===== src/rtl/deco_sel_bbm_pkg.sv =====
// Shared types and helpers for the break-before-make select decoder.
package deco_sel_pkg;

  // Largest supported dead time; the counter is sized from the actual value.
  localparam int DEAD_CYCLES_MAX = 255;

  // Widest one-hot vector the helper can build (SEL_W up to 8).
  localparam int OH_MAX = 256;

  typedef enum logic {
    IDLE  = 1'b0,
    BREAK = 1'b1
  } deco_state_e;

  // One-hot of idx within an n-wide field. Callers cast the result down to their width.
  function automatic logic [OH_MAX-1:0] onehot(input logic [7:0] idx, input int unsigned n);
    logic [OH_MAX-1:0] r;
    r = '0;
    if (32'(idx) < n) r = {{(OH_MAX-1){1'b0}}, 1'b1} << idx;
    return r;
  endfunction

endpackage


===== src/rtl/deco_sel_bbm_if.sv =====
// Control/status bundle between the sequencing logic and the select decoder.
// The overrun status line exists only when DECO_SEL_OVERRUN_ERR_EN is defined.
interface deco_sel_bbm_if #(
  parameter int SEL_W = 2
);
  localparam int N_OUT = 2 ** SEL_W;

  logic             enable;
  logic             load;
  logic [SEL_W-1:0] binary_in;
  logic [N_OUT-1:0] decoder_out;
  logic             busy;
  logic             done;
`ifdef DECO_SEL_OVERRUN_ERR_EN
  logic             overrun;

  modport master (output enable, load, binary_in, input decoder_out, busy, done, overrun);
  modport slave  (input enable, load, binary_in, output decoder_out, busy, done, overrun);
`else
  modport master (output enable, load, binary_in, input decoder_out, busy, done);
  modport slave  (input enable, load, binary_in, output decoder_out, busy, done);
`endif

endinterface


===== src/rtl/deco_sel_bbm_deadtimer.sv =====
// Loadable down-counter that times the all-zero gap on a channel change.
// expire is high whenever the count has reached zero.
module deco_sel_deadtimer #(
  parameter int CNT_W = 1
) (
  input  logic             clk,
  input  logic             reset,
  input  logic             start,
  input  logic [CNT_W-1:0] load_val,
  output logic             expire
);

  logic [CNT_W-1:0] cnt_q;

  // Load on start, otherwise count down and hold at zero.
  always_ff @(posedge clk) begin
    if (reset) begin
      cnt_q <= '0;
    end else if (start) begin
      cnt_q <= load_val;
    end else if (cnt_q != '0) begin
      cnt_q <= cnt_q - CNT_W'(1);
    end
  end

  assign expire = (cnt_q == '0);

endmodule


===== src/rtl/deco_sel_bbm.sv =====
// Registered binary-to-one-hot select decoder with break-before-make switching.
// Optional build macro: DECO_SEL_OVERRUN_ERR_EN adds the overrun status pulse.
//
// state | meaning
// IDLE  | outputs stable, waiting for a load
// BREAK | outputs held at zero while the dead timer runs
module deco_sel_bbm
  import deco_sel_pkg::*;
#(
  parameter int SEL_W       = 2,
  parameter int DEAD_CYCLES = 2
) (
  input logic           clk,
  input logic           reset,
  deco_sel_bbm_if.slave bus
);

  localparam int N_OUT = 2 ** SEL_W;
  localparam int CNT_W = (DEAD_CYCLES < 2) ? 1 : $clog2(DEAD_CYCLES + 1);
  // The timer expires on its load value's last edge, so load one less than the gap.
  localparam logic [CNT_W-1:0] DEAD_LOAD = (DEAD_CYCLES > 0) ? CNT_W'(DEAD_CYCLES - 1) : '0;

  deco_state_e      state_q, state_d;
  logic [N_OUT-1:0] out_q, out_d;
  logic [SEL_W-1:0] target_q, target_d;
  logic             active_q, active_d;
  logic             busy_q, busy_d;
  logic             done_q, done_d;
  logic             ovr_q, ovr_d;
  logic             tmr_start;
  logic             tmr_expire;

  deco_sel_deadtimer #(.CNT_W(CNT_W)) u_deadtimer (
    .clk      (clk),
    .reset    (reset),
    .start    (tmr_start),
    .load_val (DEAD_LOAD),
    .expire   (tmr_expire)
  );

  // State and registered outputs.
  always_ff @(posedge clk) begin
    if (reset) begin
      state_q  <= IDLE;
      out_q    <= '0;
      target_q <= '0;
      active_q <= 1'b0;
      busy_q   <= 1'b0;
      done_q   <= 1'b0;
      ovr_q    <= 1'b0;
    end else begin
      state_q  <= state_d;
      out_q    <= out_d;
      target_q <= target_d;
      active_q <= active_d;
      busy_q   <= busy_d;
      done_q   <= done_d;
      ovr_q    <= ovr_d;
    end
  end

  // Next-state and next-output decision.
  always_comb begin
    state_d   = state_q;
    out_d     = out_q;
    target_d  = target_q;
    active_d  = active_q;
    busy_d    = busy_q;
    done_d    = 1'b0;
    ovr_d     = 1'b0;
    tmr_start = 1'b0;

    if (!bus.enable) begin
      state_d  = IDLE;
      out_d    = '0;
      busy_d   = 1'b0;
      active_d = 1'b0;
    end else begin
      unique case (state_q)
        IDLE: begin
          if (bus.load) begin
            target_d = bus.binary_in;
            if (active_q && (bus.binary_in == target_q)) begin
              done_d = 1'b1;
            end else if (!active_q || (DEAD_CYCLES == 0)) begin
              out_d    = N_OUT'(onehot(8'(bus.binary_in), N_OUT));
              active_d = 1'b1;
              done_d   = 1'b1;
            end else begin
              out_d     = '0;
              active_d  = 1'b0;
              busy_d    = 1'b1;
              tmr_start = 1'b1;
              state_d   = BREAK;
            end
          end
        end
        BREAK: begin
          // A late request simply retargets; the gap already elapsed still counts.
          if (bus.load) target_d = bus.binary_in;
          ovr_d = bus.load;
          if (tmr_expire) begin
            out_d    = N_OUT'(onehot(8'(target_d), N_OUT));
            active_d = 1'b1;
            busy_d   = 1'b0;
            done_d   = 1'b1;
            state_d  = IDLE;
          end
        end
        default: state_d = IDLE;
      endcase
    end
  end

  assign bus.decoder_out = out_q;
  assign bus.busy        = busy_q;
  assign bus.done        = done_q;
`ifdef DECO_SEL_OVERRUN_ERR_EN
  assign bus.overrun     = ovr_q;
`endif

endmodule

===== src/flat_wrapper.sv =====
// flat-port wrapper written by rule: the top's interface ports become plain ports
module deco_sel_bbm_flat import deco_sel_pkg::*;
#(
  parameter int SEL_W       = 2,
  parameter int DEAD_CYCLES = 2
)
  (clk, reset, bus_enable, bus_load, bus_binary_in, bus_decoder_out, bus_busy, bus_done);
  deco_sel_bbm_if #(.SEL_W(SEL_W)) bus_i ();
  input logic clk;
  input logic reset;
  input wire logic [$bits(bus_i.enable)-1:0] bus_enable;
  input wire logic [$bits(bus_i.load)-1:0] bus_load;
  input wire logic [$bits(bus_i.binary_in)-1:0] bus_binary_in;
  output wire logic [$bits(bus_i.decoder_out)-1:0] bus_decoder_out;
  output wire logic [$bits(bus_i.busy)-1:0] bus_busy;
  output wire logic [$bits(bus_i.done)-1:0] bus_done;
  assign bus_i.enable = bus_enable;
  assign bus_i.load = bus_load;
  assign bus_i.binary_in = bus_binary_in;
  assign bus_decoder_out = bus_i.decoder_out;
  assign bus_busy = bus_i.busy;
  assign bus_done = bus_i.done;
  deco_sel_bbm #(.SEL_W(SEL_W), .DEAD_CYCLES(DEAD_CYCLES)) u_core (.clk(clk), .reset(reset), .bus(bus_i));
endmodule

===== config.mk =====
export PLATFORM = sky130hd
export DESIGN_NAME = deco_sel_bbm_flat
export DESIGN_NICKNAME = d
export VERILOG_FILES = /design/src/rtl/deco_sel_bbm_pkg.sv /design/src/rtl/deco_sel_bbm_if.sv /design/src/rtl/deco_sel_bbm_deadtimer.sv /design/src/rtl/deco_sel_bbm.sv /design/src/flat_wrapper.sv
export SDC_FILE = /design/constraint.sdc
export NUM_CORES = 1
export LEC_CHECK = 0
export CAP_MARGIN = 40
export CORE_AREA = 2 2 39 41
export CTS_CLUSTER_SIZE = 24
export DETAILED_ROUTE_END_ITERATION = 7
export DIE_AREA = 0 0 41 43
export PLACE_DENSITY = 0.7
export SYNTH_ARGS = -nofsm -noshare
export SYNTH_HDL_FRONTEND = slang
export SYNTH_SLANG_ARGS = --single-unit

===== constraint.sdc =====
create_clock -name clk -period 2.6 [get_ports clk]
set_input_delay 0.78 -clock clk [delete_from_list [all_inputs] [get_ports clk]]
set_output_delay 0.78 -clock clk [all_outputs]
set_load 0.02 [all_outputs]

==> summary.txt <==
CP peak stage delay: 0.60 ns
Die Span Y: 43 um
EDFF count, synth: 0
Ys async rst share: 0%
Core Box Area: 1380 um2
Ant diodes: 0
Most used routing layer: met2
CTS Root Cell: clkbuf_4
Final WL: 1130 um
Worst path buffer plus inverter count: 1
Vias in the first global route: 453
# rows: 14
Crit share post-route: 77.0%
Layout fillers: 132
Syn avg cell area: 8.58 um2
Crit start category: flop
Synth Area in Compound Gates: 26.0%
Xor and xnor area share after synthesis: 4.44%
Seq/Total Area, Yosys: 40.6%
Max Clock Freq: 500 MHz
Remaining global-route overflow: 0
Fin nets: 88
Max-Cap Viols: 0
Final Max Tran Viols: 0
GR met2 Demand/Resource: 23.1%
Clock Tree Buf Depth: 2
Worst Tran Pin Value: 0.491 ns
Place WS: 0.333 ns
Post-route ant nets: 0
Pwr dens: 649 nW/um2
Num CTS Buffers: 3
Setup Viol. Count Final: 0
DRT Pass-1 Iters: 4
Layout Skew: 0.000926 ns
Adder-Cell Fraction of Synth Area: 2.11%
CP Capture Type: output port
Mapped Area: 592 um2
Top cells by count, synth: dfxtp_1, inv_1, nor2_1
Initial antenna violation count: 0
Fraction of layout cells with a size suffix above 1: 6.25%
Hold Vio Cnt, Final: 0
Cell taking the most area after synthesis: dfxtp_1
Post-synthesis cell count: 69
Largest family of logic cells by synthesized area: compound AO/OA/AOI/OAI gates
Met1 usage: 20.0%
CP required: 1.82 ns
H-tree levels: 1
Die width: 41 um
Worst slew margin: 66.9%
Synth top area share: 40.6%
Largest net degree at the start of global routing: 11
M3 GR Usage: 3.14%
CTS tree: built
Die Area: 1760 um2
R2R cell count: 6
CP Class: reg2out
Mapped Nets: 76
DR WL/cell: 11.8 um
Clk sinks: 12
Mux cell area share after synthesis: 1.69%
Setup tns final: 0 ns
WP data arrival: 1.22 ns
Dominant synthesized flop cell: dfxtp_1
I/O Pins: 12
Clk slew on worst S/H paths: 0.08 ns
Final min period: 2.00 ns
Post-Synth Simple-Gate Area: 17.1%
CTS resizes: 0
Area added between synthesis and finish: 25.2%
Post-route DRC: 0
Worst setup margin: 0.599 ns
Max rail drop VDD: 0.000445 V
Ys Warns: 0
Crit path cell chain: clkdlybuf4s50_1
Largest cells by area after synthesis: dfxtp_1, a32oi_1, a211oi_1
Delay-heaviest family, CP: buffers and inverters
CP max FO: 2
Iter 0 DRT Violations: 13
HPWL after detailed placement: 847 um
Gpl congestion: 0.764
#FFs+latches synth: 12
GR Util All Layers: 16.1%
Status: finished, final reports clean
Power Total: 0.000481 W
RSZ-0062 raised after global routing: no
Leak: 0.268 nW
Final core utilization: 53.5%
DR vias: 516
Drt via density: 5.38
Most numerous cell in the Yosys netlist: dfxtp_1
Slowest CP cell: clkdlybuf4s50_1
IO Port Bufs: 11
Critical Path Stages: 1
Global-route wire length before repair: 1870 um
Clock insertion delay at the later pin of the skew report: 0.28 ns
Post-CTS setup buffer count: 0
Cell depth of the worst hold path: 2
Number of hold buffers added after cts: 0
Initial Utilization: 42.8%
Hold Crit Class: reg2reg
Library cells used by synthesis: 25
==> placed cells by master, fill, tap and decap left out <==
cell type        netlist  layout
o22ai_1                1       1
nand2b_1               2       2
a211oi_1               4       4
nand4b_1               1       1
mux2i_1                1       1
clkbuf_4               0       3
inv_1                  8       8
dfxtp_1               12      12
xor2_1                 1       1
a221oi_1               1       1
clkbuf_8               0       1
nand3_1                2       2
nand2_1                6       6
ha_1                   1       1
a21oi_1                5       5
and3_1                 1       1
nor2_1                 7       7
o21a_1                 1       1
xnor2_1                2       2
o21ai_0                1       1
clkdlybuf4s50_1        0      11
a41oi_4                1       1
a211o_1                1       1
nor3b_1                2       2
a32oi_1                4       4
==> through the flow <==
stage | instance area (um2) | hold WS, ns | std cells
2_1_floorplan | 592 | 0.464 | 69
3_3_place_gp | 704 | 0.460 | 92
3_5_place_dp | 704 | 0.464 | 92
4_1_cts | 741 | 0.483 | 96
5_1_grt | 741 | 0.517 | 96
6_report | 741 | 0.477 | 96
==> report_power, final <==
| group | switching, W | total, W | internal (W) | leakage, nW |
|---|---|---|---|---|
| logic | 0.0000621 | 0.000116 | 0.0000543 | 0.149 |
| clock network | 0.0000682 | 0.000153 | 0.0000853 | 0.0210 |
| registers | 0.0000106 | 0.000211 | 0.000200 | 0.0981 |
| total | 0.000141 | 0.000481 | 0.000340 | 0.268 |
==> logic make-up (layout without fill, tap and decap cells) <==
logic type,count (synthesis),count (layout)
compound gates,19,19
xor+xnor,3,3
fa+ha+maj,1,1
buf+inv,12,23
flops,12,12
mux,1,1
simple gates,21,21
==> worst min-delay path, delay by kind of cell (launching register included) <==
kind / cells / cell delay (ns)
buffers and inverters: 1 / 0.05
DFF: 1 / 0.32
AOI/OAI and AO/OA: 1 / 0.06
==> state kept, by name (all words and copies together), names as in the netlist <==
| signal | cells |
|---|---|
| u_core.bus.busy | 1 |
| u_core.bus.decoder_out | 4 |
| u_core.bus.done | 1 |
| u_core.target_q | 2 |
| u_core.active_q | 1 |
| u_core.u_deadtimer.cnt_q | 2 |
| u_core.state_q | 1 |
==> per-layer routing <==
metal	wire length (um)	share of wire (%)
met5	0	0
met4	38	3.4
met3	60	5.3
met2	507	45
met1	525	46
==> worst paths after layout <==
kind / to / start / slack (ns)
worst max-delay path: bus_decoder_out[2] / u_core.bus.decoder_out[2] / 0.60
worst min-delay path: u_core.bus.busy / u_core.bus.busy / 0.48
worst max register to register: u_core.bus.decoder_out[2] / u_core.u_deadtimer.cnt_q[0] / 1.09
worst min register to register: u_core.bus.busy / u_core.bus.busy / 0.48
==> layout make-up <==
type | count | area (um2) | area share, %
Multi-Input combinational cell | 45 | 304 | 41.0
Sequential cell | 12 | 240 | 32.4
Timing Repair Buffer | 11 | 110 | 14.9
Clock buffer | 4 | 36.3 | 4.90
Inverter | 8 | 30.0 | 4.05
Tap cell | 16 | 20.0 | 2.70
Note: power is estimated with default switching activity, not from simulation.
